[src/rtl/cnn_pkg.sv]
// cnn_pkg
// Shared types and constants for the CNN pipeline blocks.
//   fp16_t        : raw IEEE half-precision word
//   FP16_*        : field positions and special values of the FP16 format
//   pool_state_t  : column-pairing state of the pooling stage
//   fp16_relu()   : ReLU on a raw FP16 word (negatives and NaNs become +0)
package cnn_pkg;

  typedef logic [15:0] fp16_t;

  localparam fp16_t      FP16_ZERO     = 16'h0000;
  localparam int         FP16_SIGN_BIT = 15;
  localparam int         FP16_EXP_MSB  = 14;
  localparam int         FP16_EXP_LSB  = 10;
  localparam int         FP16_MANT_MSB = 9;
  localparam logic [4:0] FP16_EXP_MAX  = 5'h1F;

  typedef enum logic {
    WAIT_ODD,
    WAIT_EVEN
  } pool_state_t;

  // Any set sign bit (including -0 and negative NaN) maps to +0, and so does
  // any NaN. Infinity and all non-negative numbers pass untouched.
  function automatic fp16_t fp16_relu(input fp16_t x);
    if (x[FP16_SIGN_BIT])
      return FP16_ZERO;
    if ((x[FP16_EXP_MSB:FP16_EXP_LSB] == FP16_EXP_MAX) && (x[FP16_MANT_MSB:0] != '0))
      return FP16_ZERO;
    return x;
  endfunction

endpackage

[src/rtl/fp16_relu_max2.sv]
// fp16_relu_max2
// Combinational ReLU-then-max of two FP16 words.
//   a, b : FP16 operands
//   y    : max(relu(a), relu(b))
module fp16_relu_max2
  import cnn_pkg::*;
(
  input  fp16_t a,
  input  fp16_t b,
  output fp16_t y
);

  fp16_t relu_a;
  fp16_t relu_b;

  assign relu_a = fp16_relu(a);
  assign relu_b = fp16_relu(b);

  // After ReLU both values are non-negative and non-NaN, so the FP16 ordering
  // matches the unsigned ordering of exponent and mantissa bits.
  assign y = (relu_a[14:0] >= relu_b[14:0]) ? relu_a : relu_b;

endmodule

[src/rtl/relu_maxpool_col.sv]
// relu_maxpool_col
// ReLU followed by 2x2 stride-2 max pooling on a column-streamed conv map.
// One input column per in_valid. One pooled column is produced per completed
// odd/even column pair.
//   clk, rst           : clock, asynchronous active-low reset
//   frame_start        : restart pairing and clear sticky errors
//   in_valid/in_col_num/in_data    : input column (index 1..IN_COLS)
//   out_valid/out_ready            : output handshake
//   out_data/out_col_num           : pooled column (index 0..OUT_COLS-1)
//   frame_done         : pulse after the last pooled column is accepted
//   err_seq, err_ovf   : sticky sequence / overflow errors
module relu_maxpool_col
  import cnn_pkg::*;
#(
  parameter  int DATA_WIDTH  = 16,
  parameter  int IMAGE_SIZE  = 28,
  parameter  int KERNEL_SIZE = 5,
  parameter  int IN_COLS     = IMAGE_SIZE - KERNEL_SIZE + 1,
  localparam int OUT_COLS    = IN_COLS / 2,
  localparam int COL_W       = $clog2(IMAGE_SIZE) + 1,
  localparam int OUT_COL_W   = $clog2(OUT_COLS) + 1
) (
  input  logic                                 clk,
  input  logic                                 rst,
  input  logic                                 frame_start,
  input  logic                                 in_valid,
  input  logic [COL_W-1:0]                     in_col_num,
  input  logic [IN_COLS-1:0][DATA_WIDTH-1:0]   in_data,
  output logic                                 out_valid,
  input  logic                                 out_ready,
  output logic [OUT_COLS-1:0][DATA_WIDTH-1:0]  out_data,
  output logic [OUT_COL_W-1:0]                 out_col_num,
  output logic                                 frame_done,
  output logic                                 err_seq,
  output logic                                 err_ovf
);

  localparam logic [COL_W-1:0]     IN_COLS_C = COL_W'(IN_COLS);
  localparam logic [OUT_COL_W-1:0] LAST_COL  = OUT_COL_W'(OUT_COLS - 1);

  pool_state_t state;
  pool_state_t state_eff;
  pool_state_t state_next;

  logic [OUT_COLS-1:0][DATA_WIDTH-1:0] vert;
  logic [OUT_COLS-1:0][DATA_WIDTH-1:0] held;
  logic [OUT_COLS-1:0][DATA_WIDTH-1:0] pooled;
  logic [COL_W-1:0]                    expected;
  logic [OUT_COL_W-1:0]                pool_idx;

  logic col_in_range;
  logic load_held;
  logic complete;
  logic seq_set;
  logic ovf_set;
  logic handshake;

  // Vertical pair max of the incoming column, then horizontal max against the
  // held odd column. The second ReLU is a no-op on already rectified values.
  for (genvar j = 0; j < OUT_COLS; j++) begin : g_pool
    fp16_relu_max2 u_vert (
      .a (in_data[2*j]),
      .b (in_data[2*j+1]),
      .y (vert[j])
    );
    fp16_relu_max2 u_horz (
      .a (held[j]),
      .b (vert[j]),
      .y (pooled[j])
    );
  end

  assign col_in_range = (in_col_num != '0) && (in_col_num <= IN_COLS_C);
  assign pool_idx     = OUT_COL_W'((in_col_num >> 1) - COL_W'(1));
  assign handshake    = out_valid && out_ready;
  assign ovf_set      = complete && out_valid && !out_ready;

  // Pairing state register.
  always_ff @(posedge clk or negedge rst) begin
    if (!rst)
      state <= WAIT_ODD;
    else
      state <= state_next;
  end

  // Next-state decode. frame_start restarts pairing in the same cycle, so a
  // coincident column is judged as if the FSM were already in WAIT_ODD.
  // An odd column arriving in WAIT_EVEN restarts the pair from that column.
  always_comb begin
    state_eff  = frame_start ? WAIT_ODD : state;
    state_next = state_eff;
    load_held  = 1'b0;
    complete   = 1'b0;
    seq_set    = 1'b0;
    if (in_valid) begin
      if (!col_in_range) begin
        seq_set    = 1'b1;
        state_next = WAIT_ODD;
      end else begin
        case (state_eff)
          WAIT_ODD: begin
            if (in_col_num[0]) begin
              load_held  = 1'b1;
              state_next = WAIT_EVEN;
            end else begin
              seq_set = 1'b1;
            end
          end
          WAIT_EVEN: begin
            if (in_col_num == expected) begin
              complete   = 1'b1;
              state_next = WAIT_ODD;
            end else if (in_col_num[0]) begin
              seq_set    = 1'b1;
              load_held  = 1'b1;
              state_next = WAIT_EVEN;
            end else begin
              seq_set    = 1'b1;
              state_next = WAIT_ODD;
            end
          end
          default: state_next = WAIT_ODD;
        endcase
      end
    end
  end

  // Odd column store and the even column index that must follow it.
  always_ff @(posedge clk or negedge rst) begin
    if (!rst) begin
      held     <= '0;
      expected <= '0;
    end else if (load_held) begin
      held     <= vert;
      expected <= in_col_num + COL_W'(1);
    end
  end

  // Sticky errors. frame_start clears them, but an error raised by a column
  // arriving in that same cycle still sticks.
  always_ff @(posedge clk or negedge rst) begin
    if (!rst) begin
      err_seq <= 1'b0;
      err_ovf <= 1'b0;
    end else begin
      err_seq <= (err_seq && !frame_start) || seq_set;
      err_ovf <= (err_ovf && !frame_start) || ovf_set;
    end
  end

  // Output register. A new result takes the slot when it is empty or being
  // accepted this cycle. Otherwise the new result is dropped and the pending
  // one is kept stable.
  always_ff @(posedge clk or negedge rst) begin
    if (!rst) begin
      out_valid   <= 1'b0;
      out_data    <= '0;
      out_col_num <= '0;
      frame_done  <= 1'b0;
    end else begin
      frame_done <= handshake && (out_col_num == LAST_COL);
      if (complete && (!out_valid || out_ready)) begin
        out_valid   <= 1'b1;
        out_data    <= pooled;
        out_col_num <= pool_idx;
      end else if (handshake) begin
        out_valid <= 1'b0;
      end
    end
  end

endmodule

[config.mk]
export PLATFORM = sky130hd
export DESIGN_NAME = relu_maxpool_col
export DESIGN_NICKNAME = d
export VERILOG_FILES = /design/src/rtl/cnn_pkg.sv /design/src/rtl/fp16_relu_max2.sv /design/src/rtl/relu_maxpool_col.sv
export SDC_FILE = /design/constraint.sdc
export NUM_CORES = 2
export LEC_CHECK = 0
export CORE_ASPECT_RATIO = 1.2
export CORE_MARGIN = 5
export CORE_UTILIZATION = 40
export DETAILED_ROUTE_END_ITERATION = 6
export GPL_TIMING_DRIVEN = 1
export SLEW_MARGIN = 10
export SYNTH_ARGS = -nofsm -noshare
export SYNTH_HDL_FRONTEND = slang
export SYNTH_SLANG_ARGS = --single-unit
[constraint.sdc]
create_clock -name clk -period 3.75 [get_ports clk]
set_clock_uncertainty 0.05 [all_clocks]
set_input_delay 0.9375 -clock clk [delete_from_list [all_inputs] [get_ports clk]]
set_output_delay 0.9375 -clock clk [all_outputs]
set_load 0.1 [all_outputs]
==> out/metrics.yaml <==
setup_path:
  critical-path-max-stage-delay_ps: 400
  cp-startpoint: "in_data[372]"
  cp_common_cell: "buf_6"
  critPathRequiredTime_ps: 4150
  crit_arrival_ps: 5100
  r2r-end: "out_data[125]"
  worstSetupEndpointType: "register"
  reg2reg_depth: 13
  crit_cells: 24
  rr_startpoint: "held[112]"
  crit_slowest_cell: "a2111o_1"
  endpoint: "out_data[183]"
  cp-start-kind: "primary input"
  critPathKind: "in -> reg"
  cp_num_buf_inv: 6
  path_max_fanout: 7
  reg2reg_slack_ps: 590
  crit_chain: "clkbuf_2 > nor4_2 > nand3_1 > a21oi_2 > buf_4 > buf_6 > nand2_4 > ha_4 > a21oi_4 > nor2_4 > a2111oi_4 > o31ai_4 > buf_12 > mux2_4 > ha_4 > a2111o_1 > a31oi_1 > o21ai_2 > a41oi_4 > buf_6 > nor3b_4 > buf_6 > a22oi_2 > o21ai_1"
  cpLargestDelayFamily: "compound AO/OA/AOI/OAI gates"
cts:
  htreeDepth: 2
  root_buffer: "clkbuf_16"
  cts_buffer_depth: 3
  clkTransAtPathRegs_ps: 60
  clk_latency_ps: 590
  hold_buffers: 0
  cts_tree: "yes"
  cts.sinks: 376
  cts_made_buffers: 45
timing:
  hold_slack_ps: 267
  hold_viol_final: 0
  fmax_mhz: 213
  worst_slack_ps: -953
  finalCritPeriodShare_pct: 125
  setup_viol: 180
  timing.slew.headroom_pct: 34.3
  tightestPinTransition_ps: 982
  rsz0062_at_grt: "yes"
  finalSetupTns_ps: -125190
  period_minus_slack_ps: 4700
  slew_violations: 0
cells_and_area:
  drive_above_1_share_pct: 53.0
  fin_nets: 5810
  final_cells: 6020
  syn_to_final_growth_pct: 85.1
synth:
  seq_area_frac_synth_pct: 32.9
  synth_top_area_cell: "dfrtp_1"
  synth_top_area_share_pct: 32.9
  synthTopCellsByArea: "dfrtp_1, ha_1, nand2_1, o21ai_0, and2_1"
  yosys_warnings: 0
  synth_cell_types: 66
  postSynthCellCount: 3483
  yosysMostFrequentCell: "nand2_1"
  async_reset_ff_share_pct: 100
  synth_edf_count: 0
  syn-cell-area_mm2: 0.0286
  synth_common_cells: "nand2_1, o21ai_0, dfrtp_1, ha_1, and2_1"
  synth.avg_cell_area_um2: 8.22
  synth-seq-cells: 376
  synthFlopType: "dfrtp_1"
floorplan:
  io-pin-count: 596
  start_util_pct: 40.3
  fp.dieArea_mm2: 0.0770
  die_y_um: 303
  die_width_um: 254
  rows: 107
  core_area_mm2: 0.0710
power:
  pwr-share-seq_pct: 28.1
  comb_power_share_pct: 46.1
  p_per_area_mw_per_mm2: 331
  p_leak_nw: 25.1
  power_switching_w: 0.00631
  p_int_w: 0.0112
  irDropWorstVdd_mv: 0.456
  clkPwrFrac_pct: 25.8
  swShare_pct: 36.0
placement:
  dpl.hpwl_um: 84900
  place_inst: 5762
  routabilityCongestion: 0.896
  dp_slack_ps: -2280
  portBuffers: 583
grt:
  antenna_found_initial: 14
  grt_max_degree: 70
  grt_pass1_wl_um: 167000
  grt.overflow.total: 0
  track_usage_pct: 26.7
  first_global_vias: 31600
drt:
  drt_first_pass_iters: 5
  wl_um: 116000
  first_iter_violations: 1653
  ant_nets: 0
  drc: 0
  vias_per_cell: 5.35
  vias: 32200
  avgRoutedWirePerCell_um: 19.3
outcome:
  outcome: "finished, violations left"
  violations: "setup timing"
min_path:
  hold_path.class: "in -> async"
run:
  maxCapViolCount: 0
[timing repair]
action                                 CTS  global route
endpoints found under the hold margin    0             0
pin swaps                              243           399
setup endpoints to repair              221           187
gates resized for setup                882          1120
setup buffers                           63            97
gates cloned                             8            24
[sequential cells by signal, summed over array words and instances (netlist names)]
| signal | cells |
|---|---|
| state | 1 |
| err_seq | 1 |
| out_data | 180 |
| held | 180 |
| err_ovf | 1 |
| expected | 6 |
| out_col_num | 5 |
| out_valid | 1 |
| frame_done | 1 |
[layout by cell type (no fill, tap or decap), types with 57 or more instances in the layout]
master / count
a21oi_4: 61
buf_4: 1056
nor2_4: 62
nor2_1: 87
dlymetal6s2s_1: 130
nand2_1: 437
o21ai_1: 170
a22oi_1: 59
nor2_2: 69
clkbuf_16: 62
a22oi_2: 94
and2_1: 194
inv_1: 76
ha_1: 176
nand2_2: 139
o21ai_0: 218
and2_4: 61
buf_6: 127
a21oi_2: 144
dlygate4sd2_1: 80
ha_4: 176
clkdlybuf4s50_1: 80
o21ai_2: 57
dfrtp_1: 376
[power by group through the flow]
stage / combinational, W / clock, W / sequential (W)
after global routing: 0.00879 / 0.00477 / 0.00498
after floorplan: 0.00345 / 0 / 0.00494
after CTS: 0.00666 / 0.00461 / 0.00489
after detailed placement: 0.00598 / 0 / 0.00494
final: 0.00808 / 0.00453 / 0.00492
after global placement: 0.00587 / 0 / 0.00494
[worst min path at each step]
stage,from,endpoint,slack [ps],cells past startpoint
final,rst,out_data[115],270,1
after global routing,rst,out_data[115],270,1
after CTS,rst,out_data[115],240,1
after detailed placement,out_data[0],out_data[0],430,2
after global placement,out_data[0],out_data[0],410,2
after floorplan,held[10],held[10],410,2
[through the flow]
step,power [W],area (µm²),utilization (%)
after floorplan,0.00840,31200,-
after global placement,0.0108,44000,62.0
after detailed placement,0.0109,44000,62.0
after CTS,0.0162,48100,67.8
after global routing,0.0185,53000,74.6
final,0.0175,53000,74.6
[cells by family after synthesis]
kind of cell / count (synthesis) / synth area share (%)
AOI/OAI and AO/OA: 998 / 20.2
xor gates and xnor gates: 13 / 0.398
adders and majority gates: 364 / 15.9
buffers and inverters: 267 / 3.79
DFF: 376 / 32.9
muxes: 93 / 3.64
other: 1 / 0.0131
and+or+nand+nor: 1371 / 23.2
[layer usage]
layer	global-route usage, %	part of all wire (%)	up-vias
li1	-	-	15600
met5	0	0.059	-
met1	32.5	40	15600
met3	5.38	5.5	238
met4	8.03	3.7	10
met2	47.7	51	772
[cell type report]
cell class | instances | area, µm²
Multi-Input combinational cell | 2854 | 25600
Fill cell | 4968 | 18000
Timing Repair Buffer | 1653 | 14800
Sequential cell | 376 | 9410
Clock buffer | 55 | 1240
Tap cell | 926 | 1160
Inverter | 120 | 465
Clock inverter | 27 | 285
Antenna cell | 8 | 20.0
Timing Repair inverter | 1 | 7.51
Power figures use the tool's default switching activity.
